==> src/rtl/vga_timing_ctrl.sv <==
// VGA raster timing: pixel/line counters, sync pulses, visible-area flag and
// frame-aligned run/stop control, all advanced by a pixel-rate enable.
module vga_timing_ctrl #(
    parameter int unsigned H_VISIBLE = 640,
    parameter int unsigned H_FRONT   = 16,
    parameter int unsigned H_SYNC    = 96,
    parameter int unsigned H_BACK    = 48,
    parameter int unsigned V_VISIBLE = 480,
    parameter int unsigned V_FRONT   = 10,
    parameter int unsigned V_SYNC    = 2,
    parameter int unsigned V_BACK    = 33,
    parameter int unsigned SYNC_POL  = 0,
    localparam int unsigned H_TOTAL  = H_VISIBLE + H_FRONT + H_SYNC + H_BACK,
    localparam int unsigned V_TOTAL  = V_VISIBLE + V_FRONT + V_SYNC + V_BACK,
    localparam int unsigned XW       = $clog2(H_TOTAL),
    localparam int unsigned YW       = $clog2(V_TOTAL)
) (
    input  logic          clk_in,
    input  logic          reset,
    input  logic          pix_tick,
    input  logic          enable,
    output logic          hsync,
    output logic          vsync,
    output logic          video_on,
    output logic [XW-1:0] pixel_x,
    output logic [YW-1:0] pixel_y,
    output logic          line_start,
    output logic          frame_start,
    output logic          running
);

    localparam logic [XW-1:0] X_LAST  = XW'(H_TOTAL - 1);
    localparam logic [YW-1:0] Y_LAST  = YW'(V_TOTAL - 1);
    localparam logic [XW:0]   H_VIS_B = (XW+1)'(H_VISIBLE);
    localparam logic [XW:0]   H_SS    = (XW+1)'(H_VISIBLE + H_FRONT);
    localparam logic [XW:0]   H_SE    = (XW+1)'(H_VISIBLE + H_FRONT + H_SYNC);
    localparam logic [YW:0]   V_VIS_B = (YW+1)'(V_VISIBLE);
    localparam logic [YW:0]   V_SS    = (YW+1)'(V_VISIBLE + V_FRONT);
    localparam logic [YW:0]   V_SE    = (YW+1)'(V_VISIBLE + V_FRONT + V_SYNC);
    localparam logic          SYNC_ACT = 1'(SYNC_POL);

    typedef enum logic {
        ST_IDLE = 1'b0,
        ST_RUN  = 1'b1
    } state_t;

    state_t        r_state;
    logic [XW-1:0] r_x;
    logic [YW-1:0] r_y;
    logic          r_hsync;
    logic          r_vsync;
    logic          r_video_on;
    logic          r_line_start;
    logic          r_frame_start;
    logic          r_running;

    logic [XW-1:0] w_nx;
    logic [YW-1:0] w_ny;
    logic          w_x_last;
    logic          w_y_last;
    logic          w_stop;
    logic          w_load;
    logic          w_hs_on;
    logic          w_vs_on;
    logic          w_vis;

    // Next count value; entering RUN from IDLE always loads (0,0).
    always_comb begin
        w_x_last = (r_x == X_LAST);
        w_y_last = (r_y == Y_LAST);
        w_nx     = '0;
        w_ny     = '0;
        if (r_state == ST_RUN) begin
            w_nx = w_x_last ? '0 : r_x + XW'(1);
            w_ny = r_y;
            if (w_x_last) begin
                w_ny = w_y_last ? '0 : r_y + YW'(1);
            end
        end
        w_stop  = pix_tick && (r_state == ST_RUN) && w_x_last && w_y_last && !enable;
        w_load  = pix_tick && ((r_state == ST_RUN) || enable) && !w_stop;
        w_hs_on = ({1'b0, w_nx} >= H_SS) && ({1'b0, w_nx} < H_SE);
        w_vs_on = ({1'b0, w_ny} >= V_SS) && ({1'b0, w_ny} < V_SE);
        w_vis   = ({1'b0, w_nx} < H_VIS_B) && ({1'b0, w_ny} < V_VIS_B);
    end

    // State, counters and decodes all update together so they stay aligned.
    always_ff @(posedge clk_in) begin
        if (reset) begin
            r_state       <= ST_IDLE;
            r_x           <= '0;
            r_y           <= '0;
            r_hsync       <= ~SYNC_ACT;
            r_vsync       <= ~SYNC_ACT;
            r_video_on    <= 1'b0;
            r_line_start  <= 1'b0;
            r_frame_start <= 1'b0;
            r_running     <= 1'b0;
        end else begin
            r_line_start  <= 1'b0;
            r_frame_start <= 1'b0;
            case (r_state)
                ST_IDLE: begin
                    if (w_load) begin
                        r_state <= ST_RUN;
                    end
                end
                ST_RUN: begin
                    if (w_stop) begin
                        r_state <= ST_IDLE;
                    end
                end
                default: r_state <= ST_IDLE;
            endcase
            if (w_stop) begin
                r_x        <= '0;
                r_y        <= '0;
                r_hsync    <= ~SYNC_ACT;
                r_vsync    <= ~SYNC_ACT;
                r_video_on <= 1'b0;
                r_running  <= 1'b0;
            end else if (w_load) begin
                r_x           <= w_nx;
                r_y           <= w_ny;
                r_hsync       <= w_hs_on ? SYNC_ACT : ~SYNC_ACT;
                r_vsync       <= w_vs_on ? SYNC_ACT : ~SYNC_ACT;
                r_video_on    <= w_vis;
                r_line_start  <= (w_nx == '0);
                r_frame_start <= (w_nx == '0) && (w_ny == '0);
                r_running     <= 1'b1;
            end
        end
    end

    assign hsync       = r_hsync;
    assign vsync       = r_vsync;
    assign video_on    = r_video_on;
    assign pixel_x     = r_x;
    assign pixel_y     = r_y;
    assign line_start  = r_line_start;
    assign frame_start = r_frame_start;
    assign running     = r_running;

endmodule

==> config.mk <==
export PLATFORM = sky130hd
export DESIGN_NAME = vga_timing_ctrl
export DESIGN_NICKNAME = d
export VERILOG_FILES = /design/src/rtl/vga_timing_ctrl.sv
export SDC_FILE = /design/constraint.sdc
export NUM_CORES = 1
export LEC_CHECK = 0
export BUFFER_PORTS_ARGS = -buffer_cell sky130_fd_sc_hd__buf_2
export CAP_MARGIN = 20
export CELL_PAD_IN_SITES_DETAIL_PLACEMENT = 1
export CELL_PAD_IN_SITES_GLOBAL_PLACEMENT = 1
export CORE_ASPECT_RATIO = 1.4
export CORE_MARGIN = 1.5
export CORE_UTILIZATION = 41
export DETAILED_ROUTE_END_ITERATION = 6
export PLACE_DENSITY_LB_ADDON = 0.25
export SYNTH_ARGS = -nofsm -noshare
export SYNTH_HDL_FRONTEND = slang
export SYNTH_SLANG_ARGS = --single-unit
==> constraint.sdc <==
create_clock -name clk_in -period 3.6 [get_ports clk_in]
set_input_delay 1.08 -clock clk_in [delete_from_list [all_inputs] [get_ports clk_in]]
set_output_delay 1.08 -clock clk_in [all_outputs]
set_load 0.005 [all_outputs]
==> run summary, run 1 <==
Worst-skew pair later-pin latency = 0.29 ns
Register bit total from synthesis = 27
Resized Gates After CTS = 0
Met3 Usage GRT = 0.02960
Met1 Use GR = 0.3081
Post-route insts no fill = 326
Chip width = 60.20 µm
Tcrit/Tclk final = 0.8220
Port Buf Inserts = 29
Delay of the slowest critical-path stage = 0.56 ns
Setup violations, final = 0
Antenna cells = 0
Worst path cell trace = ha_1 > and4_1 > nand4_2 > o21a_1 > or2_1 > or4_1 > o31a_1
NumNets Final = 274
Pin count of the biggest net entering global routing = 26
Die ar. = 5001 µm²
RSZ-0062 raised after global routing = false
Async SR Flop Fraction = 0
Clock Tree Buf Depth = 2
Worst slew pin tran = 0.7725 ns
Vias in the first global route = 1960
Final worst slack = 0.6407 ns
Max IR drop VDD = 0.1890 mV
Vias post-DR = 1970
GRT Max-Usage Layer = met2
Die Span Y = 83.08 µm
First-pass GRT wire length = 9942 µm
# Post-CTS Setup Buffers = 0
Worst path bufs/invs = 0
Req. time, crit path = 3.79 ns
Startpoint Class = flop
RePlAce Congestion = 0.8187
Final slew viol count = 0
Final core occ = 0.4791
Post-cts hold buffer count = 0
WL/cell = 17.91 µm
Final Skew = 0.005332 ns
Net Count, Synth = 256
Initial Util = 0.4358
Post-synth EDFFs = 0
Power Density = 296.6 nW/µm²
Clk sinks = 27
Post-synthesis sequential area ratio = 0.2878
Netlist cell types = 55
CTS root buf = clkbuf_8
GRT met2 Usage = 0.4407
Final hold vios = 0
Synthesis-to-finish area growth = 9.927%
Detailed Place HPWL = 4273 µm
Fmax = 337.9 MHz
CP endpoint kind = flop
Post-DRT Antenna Nets = 0
Core area = 4309 µm²
GRT Util Overall = 0.2547
Critical setup path kind = reg2reg
CTS H-tree depth = 1
Final Instance Area = 2064 µm²
Slowest CP cell = or4_1
CTS tree = yes
Min-Delay Path Class = reg2reg
Syn Inst Count = 249
Fin crit period = 2.959 ns
Initial antenna violation count = 0
Syn avg cell area = 7.542 µm²
Row count = 28
Area of placed instances = 2016 µm²
Rel. slew slack = 0.4815
Ports = 30
Pre-antenna DRT Iters = 4
CTS clk-pin slew, worst paths = 0.10 ns
GRT Residual Overflow = 0
Max-cap viol count = 0
Synth warn = 0
Run status = finished, final reports clean
Vias per cell = 6.043
Main synth FF type = dfxtp_1
Crit path DAT = 3.14 ns
# DRC = 0
Cts bufs inserted = 3
Placed Instances = 322
Iter 0 DRT Violations = 97
Setup TNS = 0 ns
DP Worst Slack = 0.6481 ns
Fraction of layout instances using a drive strength above 1 = 0.1842
Area of the mapped netlist = 1878 µm²
Final wirelength = 5838 µm
Crit-path leading delay family = simple AND/OR/NAND/NOR gates
Leak Pwr = 0.7491 nW
Crit Path Max Fanout = 9
-- stage by stage --
stage	hold WS, ns	power, mW
4_1_cts	0.4840	0.6239
6_report	0.4779	0.6123
3_5_place_dp	0.4571	0.4323
5_1_grt	0.5244	0.6417
2_1_floorplan	0.4593	0.3946
3_3_place_gp	0.4520	0.4295
-- path summary, 6_finish.rpt --
kind / from / end / slack, ns / cells past startpoint
worst min register to register: running / running / 0.48 / 2
worst max-delay path: pixel_x[0] / vsync / 0.64 / 7
worst min-delay path: running / running / 0.48 / 2
worst max register to register: pixel_x[0] / vsync / 0.64 / 7
-- per-layer routing --
layer  routed length, µm  share of wire
met4                 159          0.027
met3                 127          0.022
met2                3113           0.53
met1                2437           0.42
met5                   0              0
-- cells in the mapped netlist, types with 3 or more instances --
cell type  instances  area, µm²
nor3_1            12      60.06
buf_2              9      45.04
o31a_1             3      26.28
nand2_1           26      97.59
or4_1              4      30.03
nor4_1             5      31.28
and3_1             3      18.77
a31oi_1            4      25.02
dfxtp_1           27      540.5
ha_1               3      37.54
xor2_1             4      35.03
o21a_1             3      22.52
a211oi_1           3      22.52
nand3_1            5      25.02
nor2_1            27      101.4
o21ai_0           18      90.09
clkbuf_1           5      18.77
xnor2_1            8      70.07
nor3b_1            3      22.52
and4_1             3      26.28
inv_1              7      26.28
nand4_1            7      43.79
o31ai_1            3      22.52
a21oi_1           17      85.08
-- cells in the final DEF, fill, tap and decap left out, types with 2 or more instances in the layout --
cell      netlist  layout
a211oi_1        3       3
a21oi_1        17      17
a311oi_1        2       2
a31oi_1         4       4
a41oi_1         2       2
and3_1          3       3
and4_1          3       3
buf_2           9      29
clkbuf_8        0       3
dfxtp_1        27      27
ha_1            3       3
inv_1           7       7
nand2_1        26      26
nand2b_1        2       2
nand3_1         5       5
nand4_1         7       7
nand4_2         2       2
nor2_1         27      27
nor3_1         12      12
nor3b_1         3       3
nor4_1          5       5
o21a_1          3       3
o21ai_0        18      18
o21ai_1         2       2
o31a_1          3       3
o31ai_1         3       3
or2_2           2       2
or3_1           2       2
or4_1           4       4
or4_4           2       2
xnor2_1         8       8
xor2_1          4       4
-- power breakdown --
| group | internal, mW | switching [mW] | leakage [nW] | total (mW) |
|---|---|---|---|---|
| Clock | 0.0790 | 0.108 | 0.0217 | 0.187 |
| Sequential | 0.310 | 0.0212 | 0.220 | 0.331 |
| Combinational | 0.0377 | 0.0562 | 0.507 | 0.0939 |
| Total | 0.427 | 0.185 | 0.749 | 0.612 |
-- logic make-up after synthesis --
group | share of synthesized area
flip-flops | 0.2878
buffers and inverters | 0.06196
AO/OA/AOI/OAI | 0.2299
XOR/XNOR | 0.05596
AND/OR/NAND/NOR | 0.3444
adder cells (fa/ha/maj) | 0.01999
-- cell type report --
| cell class | count | area [µm²] |
|---|---|---|
| clock buffers | 3 | 41.29 |
| clock inverters | 1 | 7.507 |
| fillers | 566 | 2245 |
| inverters | 7 | 26.28 |
| multi-input cells | 198 | 1221 |
| flip-flops and latches | 27 | 540.5 |
| well taps | 60 | 75.07 |
| repair buffers | 30 | 152.6 |
-- worst min-delay path, stage by stage, from the launching register on --
cell,delay [ns]
dfxtp_1,0.34
nor2_1,0.05
nor2_1,0.07
(Power assumes the default switching activity.)
==> run 2, diff against run 1 <==
CORE_UTILIZATION = 37   (was 41)
clock period = 2.5 ns   (was 3.6 ns; I/O delays follow)
==> run 2 against run 1 <==
Net effect:
- utilization about the same
- count of clock-buffer cells in the layout unchanged
- wire length up 18%
- clock skew down 0.0011 ns
- sequential power up 40%
- cell area up 13%
- largest cell class unchanged
==> run summary, run 2 (same netlist as run 1, synthesis figures left out) <==
Run status = finished, final reports clean
First-pass GRT wire length = 11230 µm (+13%)
Post-DRT Antenna Nets = 0 (unchanged)
CTS clk-pin slew, worst paths = 0.10 ns (about the same)
Rel. slew slack = 0.6906 (+0.2090)
Die Span Y = 87.30 µm (+5.1%)
Row count = 30 (+7.1%)
Synthesis-to-finish area growth = 24.58%
Fraction of layout instances using a drive strength above 1 = 0.2890 (+0.1048)
CTS root buf = clkbuf_8
Initial Util = 0.3849 (-0.05096)
Total Power = 0.9232 mW (+51%)
# Post-CTS Setup Buffers = 0 (unchanged)
NumNets Final = 309 (+13%)
Crit path DAT = 2.52 ns (-0.62 ns)
CP endpoint kind = flop
WL/cell = 18.90 µm (+5.6%)
Core area = 4880 µm² (+13%)
Fmax = 428.1 MHz (+27%)
Worst path bufs/invs = 1 (+1)
Final slew viol count = 0 (unchanged)
Ports = 30 (unchanged)
Detailed Place HPWL = 5403 µm (+26%)
Fill count = 633 (+12%)
Post-route insts no fill = 365 (+12%)
Power Density = 394.6 nW/µm² (+33%)
GRT Util Overall = 0.2610 (+0.006283)
Antenna cells = 0 (unchanged)
Pin count of the biggest net entering global routing = 17 (-35%)
Min-Delay Path Class = reg2reg
RePlAce Congestion = 0.8717 (+6.5%)
Crit Path Max Fanout = 8 (-1)
Worst-skew pair later-pin latency = 0.28 ns (about the same)
Delay of the slowest critical-path stage = 0.46 ns (-0.10 ns)
Tcrit/Tclk final = 0.9344 (+0.1124)
Startpoint Class = flop
Setup violations, final = 0 (unchanged)
Crit-path leading delay family = simple AND/OR/NAND/NOR gates
Initial antenna violation count = 0 (unchanged)
Iter 0 DRT Violations = 74 (-24%)
Vias per cell = 5.901 (-2.3%)
Cts bufs inserted = 3 (unchanged)
Worst path cell trace = ha_1 > and4_1 > buf_4 > nand4_2 > or3b_2 > a211oi_1 > nand4_1 > o31a_1
Final Skew = 0.004194 ns (-0.001138 ns)
Vias in the first global route = 2223 (+13%)
Leak Pwr = 0.9297 nW (+24%)
Die ar. = 5518 µm² (+10%)
Final wirelength = 6900 µm (+18%)
Port Buf Inserts = 29 (unchanged)
GRT Residual Overflow = 0 (unchanged)
Placed Instances = 361 (+12%)
# DRC = 0 (unchanged)
Worst slew pin tran = 0.4635 ns (-0.3090 ns)
Commonest non-fill, non-tap cells in the layout = buf_4, buf_2, nor2_1
Max IR drop VDD = 0.1986 mV (+5.1%)
CTS H-tree depth = 1 (unchanged)
Req. time, crit path = 2.68 ns (-1.11 ns)
Final hold vios = 0 (unchanged)
Critical setup path kind = reg2reg
Chip width = 63.21 µm (+5.0%)
Clk sinks = 27 (unchanged)
Max-cap viol count = 0 (unchanged)
Clock Tree Buf Depth = 2 (unchanged)
Pre-antenna DRT Iters = 4 (unchanged)
Fin crit period = 2.336 ns (-0.6233 ns)
Slowest CP cell = or3b_2
Most common cell after layout, fill and taps aside = buf_4
Vias post-DR = 2154 (+9.3%)
CTS tree = yes
==> run 2: changes by cell type in the layout (fill, tap and decap cells not counted) <==
cell,delta
buf_4,+35
dfxtp_1,-2
dfxtp_2,+2
o31ai_1,-1
o31ai_2,+1
==> run 2: area by class of cell <==
type                    instances  area [µm²]  area share
repair buffers                 65       415.4      0.1775
inverters                       7       26.28     0.01123
well taps                      64       80.08     0.03422
clock buffers                   3       41.29     0.01765
flip-flops and latches         27       543.0      0.2321
clock inverters                 1       7.507    0.003209
multi-input cells             198        1226      0.5241
==> run 2: path summary, 6_finish.rpt <==
path	depth (start not counted)	startpoint	slack, ns	to
worst max register to register	8	pixel_x[0]	0.16	vsync
worst min register to register	2	running	0.49	running
worst max-delay path	8	pixel_x[0]	0.16	vsync
worst min-delay path	2	running	0.49	running
==> run 2: layer usage <==
metal  vias to the layer above  global-route usage  routed length (µm)
met4                         0              0.1304                 215
met1                      1058              0.2910                2690
met5                         -                   0                   0
met3                        20             0.03105                 199
li1                       1019                   -                   -
met2                        57              0.4865                3795
==> run 2: what timing repair did <==
item / 4_1_cts / 5_1_grt
resized for setup: 0 / 1
hold buffers: 0 / 0
endpoints found under the setup margin: 0 / 1
==> run 2: per-stage QoR <==
step	setup slack, ns	TNS [ns]	area, µm²	util	hold WS, ns
after floorplan	0.02150	0	1881	-	0.4593
after global placement	0.1821	0	2286	0.4685	0.4463
after detailed placement	0.1046	0	2286	0.4685	0.4659
after CTS	0.08428	0	2335	0.4785	0.4912
after global routing	-0.004829	-0.004829	2340	0.4795	0.5213
final	0.1640	0	2340	0.4795	0.4877
==> run 2: power breakdown <==
part | internal (mW) | switching [mW] | total, mW | leakage (nW)
Clock | 0.114 | 0.160 | 0.274 | 0.0217
Sequential | 0.447 | 0.0143 | 0.462 | 0.221
Combinational | 0.0793 | 0.109 | 0.188 | 0.687
==> run 2: worst min-delay path, stage by stage, from the launching register on <==
cell     delay [ns]
dfxtp_1        0.34
nor2_1         0.05
nor2_1         0.07
